**config.mk**
```make
export PLATFORM = sky130hd
export DESIGN_NAME = decoder_scan
export DESIGN_NICKNAME = d
export VERILOG_FILES = /design/src/rtl/decoder_pkg.sv /design/src/rtl/decoder_onehot.sv /design/src/rtl/decoder_scan.sv
export SDC_FILE = /design/constraint.sdc
export NUM_CORES = 1
export LEC_CHECK = 0
export BUFFER_PORTS_ARGS = -buffer_cell sky130_fd_sc_hd__buf_2
export CAP_MARGIN = 40
export CORE_UTILIZATION = 52
export DETAILED_ROUTE_END_ITERATION = 16
export PLACE_DENSITY = 0.79
export SKIP_LAST_GASP = 1
export SLEW_MARGIN = 20
export SYNTH_ARGS = -nofsm -noshare
export SYNTH_HDL_FRONTEND = slang
export SYNTH_SLANG_ARGS = --single-unit
export TNS_END_PERCENT = 30
```
**constraint.sdc**
```tcl
create_clock -name clk -period 2.6 [get_ports clk]
set_input_delay 0.52 -clock clk [delete_from_list [all_inputs] [get_ports clk]]
set_output_delay 0.52 -clock clk [all_outputs]
set_load 0.01 [all_outputs]
```
**src/rtl/decoder_pkg.sv**
```systemverilog
// Shared types and defaults for the scanning one-hot decoder.
package decoder_pkg;

  localparam int DEF_ADDR_W  = 2;
  localparam int DEF_DWELL_W = 4;

  typedef enum logic [1:0] {
    IDLE   = 2'd0,
    DIRECT = 2'd1,
    SCAN   = 2'd2
  } state_e;

  function automatic state_e next_state(input logic en, input logic mode);
    if (!en) return IDLE;
    return mode ? SCAN : DIRECT;
  endfunction

endpackage

```
**src/rtl/decoder_onehot.sv**
```systemverilog
// Combinational select-to-one-hot decode; all lines low when disabled.
module decoder_onehot
  import decoder_pkg::*;
#(
  parameter int ADDR_W = DEF_ADDR_W
) (
  input  logic                    en_i,
  input  logic [ADDR_W-1:0]       sel_i,
  output logic [(1<<ADDR_W)-1:0]  onehot_o
);

  always_comb begin
    onehot_o = '0;
    if (en_i) onehot_o[sel_i] = 1'b1;
  end

endmodule

```
**src/rtl/decoder_scan.sv**
```systemverilog
// One-hot line decoder with direct select and auto-scan modes, each scanned
// line held dwell+1 cycles, with a wrap pulse when the scan returns to line 0.
module decoder_scan
  import decoder_pkg::*;
#(
  parameter int ADDR_W  = DEF_ADDR_W,
  parameter int DWELL_W = DEF_DWELL_W
) (
  input  logic                    clk,
  input  logic                    rst,
  input  logic                    en,
  input  logic                    mode,
  input  logic [ADDR_W-1:0]       addr,
  input  logic                    addr_valid,
  input  logic [DWELL_W-1:0]      dwell,
  output logic [(1<<ADDR_W)-1:0]  dout,
  output logic [ADDR_W-1:0]       cur_addr,
  output logic                    wrap
);

  localparam int LINES = 1 << ADDR_W;

  state_e               state_q, state_d;
  logic [ADDR_W-1:0]    cur_addr_q, cur_addr_d;
  logic [DWELL_W-1:0]   cnt_q, cnt_d;
  logic [DWELL_W-1:0]   dwl_q, dwl_d;
  logic [LINES-1:0]     dout_q, dout_d;
  logic                 wrap_q, wrap_d;
  logic                 out_en;

  always_comb begin
    state_d = next_state(en, mode);
  end

  // A load always wins over a scan advance; a channel (re)start samples dwell.
  always_comb begin
    cur_addr_d = cur_addr_q;
    cnt_d      = cnt_q;
    dwl_d      = dwl_q;
    wrap_d     = 1'b0;
    if (addr_valid) begin
      cur_addr_d = addr;
      cnt_d      = '0;
      dwl_d      = dwell;
    end else if (state_d == SCAN) begin
      if (state_q != SCAN) begin
        cnt_d = '0;
        dwl_d = dwell;
      end else if (cnt_q == dwl_q) begin
        cur_addr_d = cur_addr_q + ADDR_W'(1);
        cnt_d      = '0;
        dwl_d      = dwell;
        wrap_d     = (cur_addr_q == '1);
      end else begin
        cnt_d = cnt_q + DWELL_W'(1);
      end
    end else begin
      cnt_d = '0;
    end
  end

  assign out_en = (state_d != IDLE);

  decoder_onehot #(.ADDR_W(ADDR_W)) u_onehot (
    .en_i     (out_en),
    .sel_i    (cur_addr_d),
    .onehot_o (dout_d)
  );

  always_ff @(posedge clk) begin
    if (rst) begin
      state_q    <= IDLE;
      cur_addr_q <= '0;
      cnt_q      <= '0;
      dout_q     <= '0;
      wrap_q     <= 1'b0;
    end else begin
      state_q    <= state_d;
      cur_addr_q <= cur_addr_d;
      cnt_q      <= cnt_d;
      dwl_q      <= dwl_d;
      dout_q     <= dout_d;
      wrap_q     <= wrap_d;
    end
  end

  assign dout     = dout_q;
  assign cur_addr = cur_addr_q;
  assign wrap     = wrap_q;

endmodule

```
Word level (Yosys, flattened, before mapping)
Index checks and enable logic that the tools add are counted.

word-level totals
  register bits = 17
  input port bits = 11
  output and inout port bits = 7
  logic and storage cells = 38

operators by class
  add/subtract/negate cells = 2
  magnitude comparators = 2
  equal/unequal tests = 4
  multiplexer cells = 12
  bitwise operators = 4
  reductions and logical operators = 8

operator list
  kind                 count
  $mux 4               4
  $mux 2               6
  $reduce_or 5->1      2
  $add 4x1->4 const B  1
  $eq 2x2->1 const B   2
  $eq 4x4->1           1
  $not 1->1            4
  $reduce_bool 2->1    2
  $lt 2x3->1 const B   1
  $reduce_and 3->1     1
  $reduce_bool 3->1    1
  $add 2x1->2 const B  1
  $demux 1 s2          1
  $ge 2x1->1 const B   1
  $ne 2x2->1 const B   1
  $reduce_or 2->1      1
  $logic_and 1x1->1    1
  $mux 1               1

Depth between registers and ports, before layout
  depth in word-level cells = 9
  mapped depth = 5
  mapped depth without buffers = 5

Hierarchy
Synthesis repeated with hierarchy kept, for this count alone.

second synthesis, totals
  cells, all modules = 63
  area total of the unflattened synthesis = 709.4 um2

modules (own cells, without submodules)
  module          times used  cells an instance  area an instance (um2)  seq. area each (um2)
  decoder_scan    1           59                 671.9                   380.4
  decoder_onehot  1           4                  37.5                    0.0

Worst setup path before layout
No wires, ideal clock.

  kind = flip-flop to flip-flop
  start = reg dwl_q[2]
  end = reg dwl_q[0] (enable)
  arrival time = 1.177 ns
  required time = 2.271 ns
  path slack = 1.093 ns
  stages on the path, launching flop included = 6
  period minus slack after synthesis = 1.507 ns
  cell sequence = edfxtp_1 xnor2_1 nand4_2 a31oi_1 nor2_1 nor2_1

between the ends
  cells in the longest elaborated chain, start to end = 3

ends and longest elaborated chain
  element                             RTL line            RTL
  start: declaration                  decoder_scan.sv:26  logic [DWELL_W-1:0] dwl_q, dwl_d;
  start signal: assignment            decoder_scan.sv:81  dwl_q <= dwl_d;
  $eq 4x4->1                          decoder_scan.sv:49  end else if (cnt_q == dwl_q) begin
  $reduce_bool 3->1 (no source line)  -
  $reduce_and 3->1 (no source line)   -

No other way between the ends.
A chain may end at the register's enable or synchronous reset.

Worst setup path after layout
  start = reg dwl_q[2]
  end = reg dwl_q[2] (enable)

The elaborated chain is that of the path after synthesis.

==> results.yml <==
status:
  status: "finished, final reports clean"
drt:
  num_vias: 464
  dr.pass1.iters: 3
  drc: 0
  wl_per_cell_um: 11.6
  ant_nets: 0
  drtIter0Drc: 7
  finalWirelength_um: 1090
  vias_per_cell: 4.94
timing:
  rsz0062_at_grt: "no"
  layout_setup_ws_ps: 909
  setup_tns_ps: 0
  fmaxAchievable_mhz: 591
  finalSetupViolCount: 0
  finalHoldViolations: 0
  min_period_over_period: 0.650
  drv_slew: 0
  skew_ps: 6.30
  fin_crit_ps: 1690
  max-slew-margin-rel: 0.754
  worstMarginPinSlew_ps: 367
setup_path:
  cp.arrival_ps: 1640
  crit_type: "reg -> reg"
  required_ps: 2550
  slowest_stage: "edfxtp_1"
  cp_max_fo: 8
  cp_cell_sequence: "xnor2_1, nand4_2, a31oi_1, nor2_1, nor2_1"
  crit_path_max_incr_delay_ps: 390
  start_kind: "flip-flop"
  crit_path_frequent_cell: "nor2_1"
  end_kind: "flip-flop"
cells_and_area:
  multiInputGateArea_um2: 294
  nets: 94
  antenna_cells: 0
  seq_area_um2: 380
  final_util: 0.701
  design_area_um2: 811
  drive_gt1_frac: 0.325
  area_growth_pct: 18.9
  fin_cells: 94
  nFillCells: 83
synth:
  netlist.area_leader.share: 0.382
  synth_top_flop_cell: "dfxtp_1"
  syn_inst: 59
  async_flop_share: 0
  yosys-top-cells-area: "dfxtp_1 38%, edfxtp_1 18%, xnor2_1 5.1%"
  synth_edf_count: 4
  yosys_warnings: 0
  synth_top_area_cell: "dfxtp_1"
  synth_nets: 72
  ys_types: 25
  ys_seq_elements: 17
  postSynthAreaPerCell_um2: 11.6
  yosysMostFrequentCell: "dfxtp_1"
  synth_area_um2: 682
  synth-seq-area-share: 0.558
  netlist_top_cells_count: "13 x dfxtp_1, 9 x nor2_1, 4 x edfxtp_1, 4 x xnor2_1"
power_and_ir_drop:
  power.leakage_nw: 0.340
  ir_drop_mv: 0.475
  power.density_nw_per_um2: 573
global_routing:
  overflow: 0
  grt_max_degree: 10
  grt_pass1_vias: 457
  grt_pass1_wl_um: 1920
  antenna_found_initial: 0
  grt_use_total: 0.197
cts:
  numCtsBuffers: 3
  postCtsSetupRepairBufs: 0
  clk_latency_ps: 280
  cts_tree: "built"
  cts_resized: 0
  cts_root_buf: "clkbuf_4"
  path_clk_slew_ps: 100
  clock-sinks: 17
  clockBufferDepth: 2
  htreeDepth: 1
  hold_buffers: 0
place:
  dpl_cell_area_um2: 785
  place_congestion: 0.708
  dpl_worst_slack_ps: 909
  dp_hpwl_um: 861
  dp.cells: 90
  place.port_buffers: 17
floorplan:
  fp.dieW_um: 38.2
  die_h_um: 38.2
  core-area_um2: 1160
  initial_core_util: 0.590
  dieArea_um2: 1460
  ios: 18
  rows: 12
hold_path:
  hp-class: "in -> reg"
run:
  drv_cap: 0
-- cell usage in the layout, fill, tap and decap left out, types with 2 or more instances in the layout --
cell type  count
buf_2         17
dfxtp_1       13
nor2_1         9
xnor2_1        4
edfxtp_1       4
nand2_1        3
nor3_1         3
clkbuf_4       3
inv_1          2
nand2b_1       2
nor3b_1        2
ha_1           2
-- flip-flops by register name, summed over array words and instances, names as in the netlist --
register	flops
cnt_q	4
dout	4
dwl_q	4
cur_addr	2
state_q	2
wrap	1
-- final cells by class --
cell class | count | area share
timing repair buffer | 17 | 0.105
multi-input combinational | 40 | 0.363
tap | 14 | 0.0216
sequential | 17 | 0.469
inverter | 2 | 0.00926
clock buffer | 4 | 0.0324
-- cells by family after synthesis --
logic type               count (synthesis)  synth area share
AND/OR/NAND/NOR                         27             0.231
flip-flops                              17             0.558
XOR/XNOR                                 6            0.0881
AO/OA/AOI/OAI                            5            0.0752
buffers and inverters                    2            0.0110
adder cells (fa/ha/maj)                  2            0.0367
-- stage by stage --
step                hold slack [ps]  total power (W)
finish                          412         0.000464
global route                    390         0.000490
global placement                463         0.000332
detailed placement              481         0.000333
floorplan                       441         0.000314
CTS                             411         0.000465
-- worst paths after layout --
| kind | startpoint | endpoint | slack, ps | depth (start not counted) |
|---|---|---|---|---|
| setup / recovery | dwl_q[2] | dwl_q[2] | 910 | 5 |
| hold / removal | mode | state_q[0] | 410 | 2 |
| setup reg to reg | dwl_q[2] | dwl_q[2] | 910 | 5 |
| hold reg to reg | cnt_q[0] | cnt_q[0] | 500 | 1 |
-- critical path, delay by kind of cell (launching register included) --
family | cells | cell delay, ps
AOI/OAI and AO/OA | 1 | 220
and+or+nand+nor | 3 | 570
xor gates and xnor gates | 1 | 190
DFF | 1 | 390
-- where the power goes --
part	switching (W)	internal, W	total (W)
Clock	0.0000783	0.0000594	0.000138
Sequential	0.00000430	0.000279	0.000284
Combinational	0.0000222	0.0000208	0.0000430
-- routing by layer --
layer / global-route usage / routed length [um]
met5: 0 / 0
met4: 0.0982 / 10
met3: 0.0523 / 34
met2: 0.314 / 529
met1: 0.242 / 519
No activity file was read; power rests on OpenSTA's default activity.
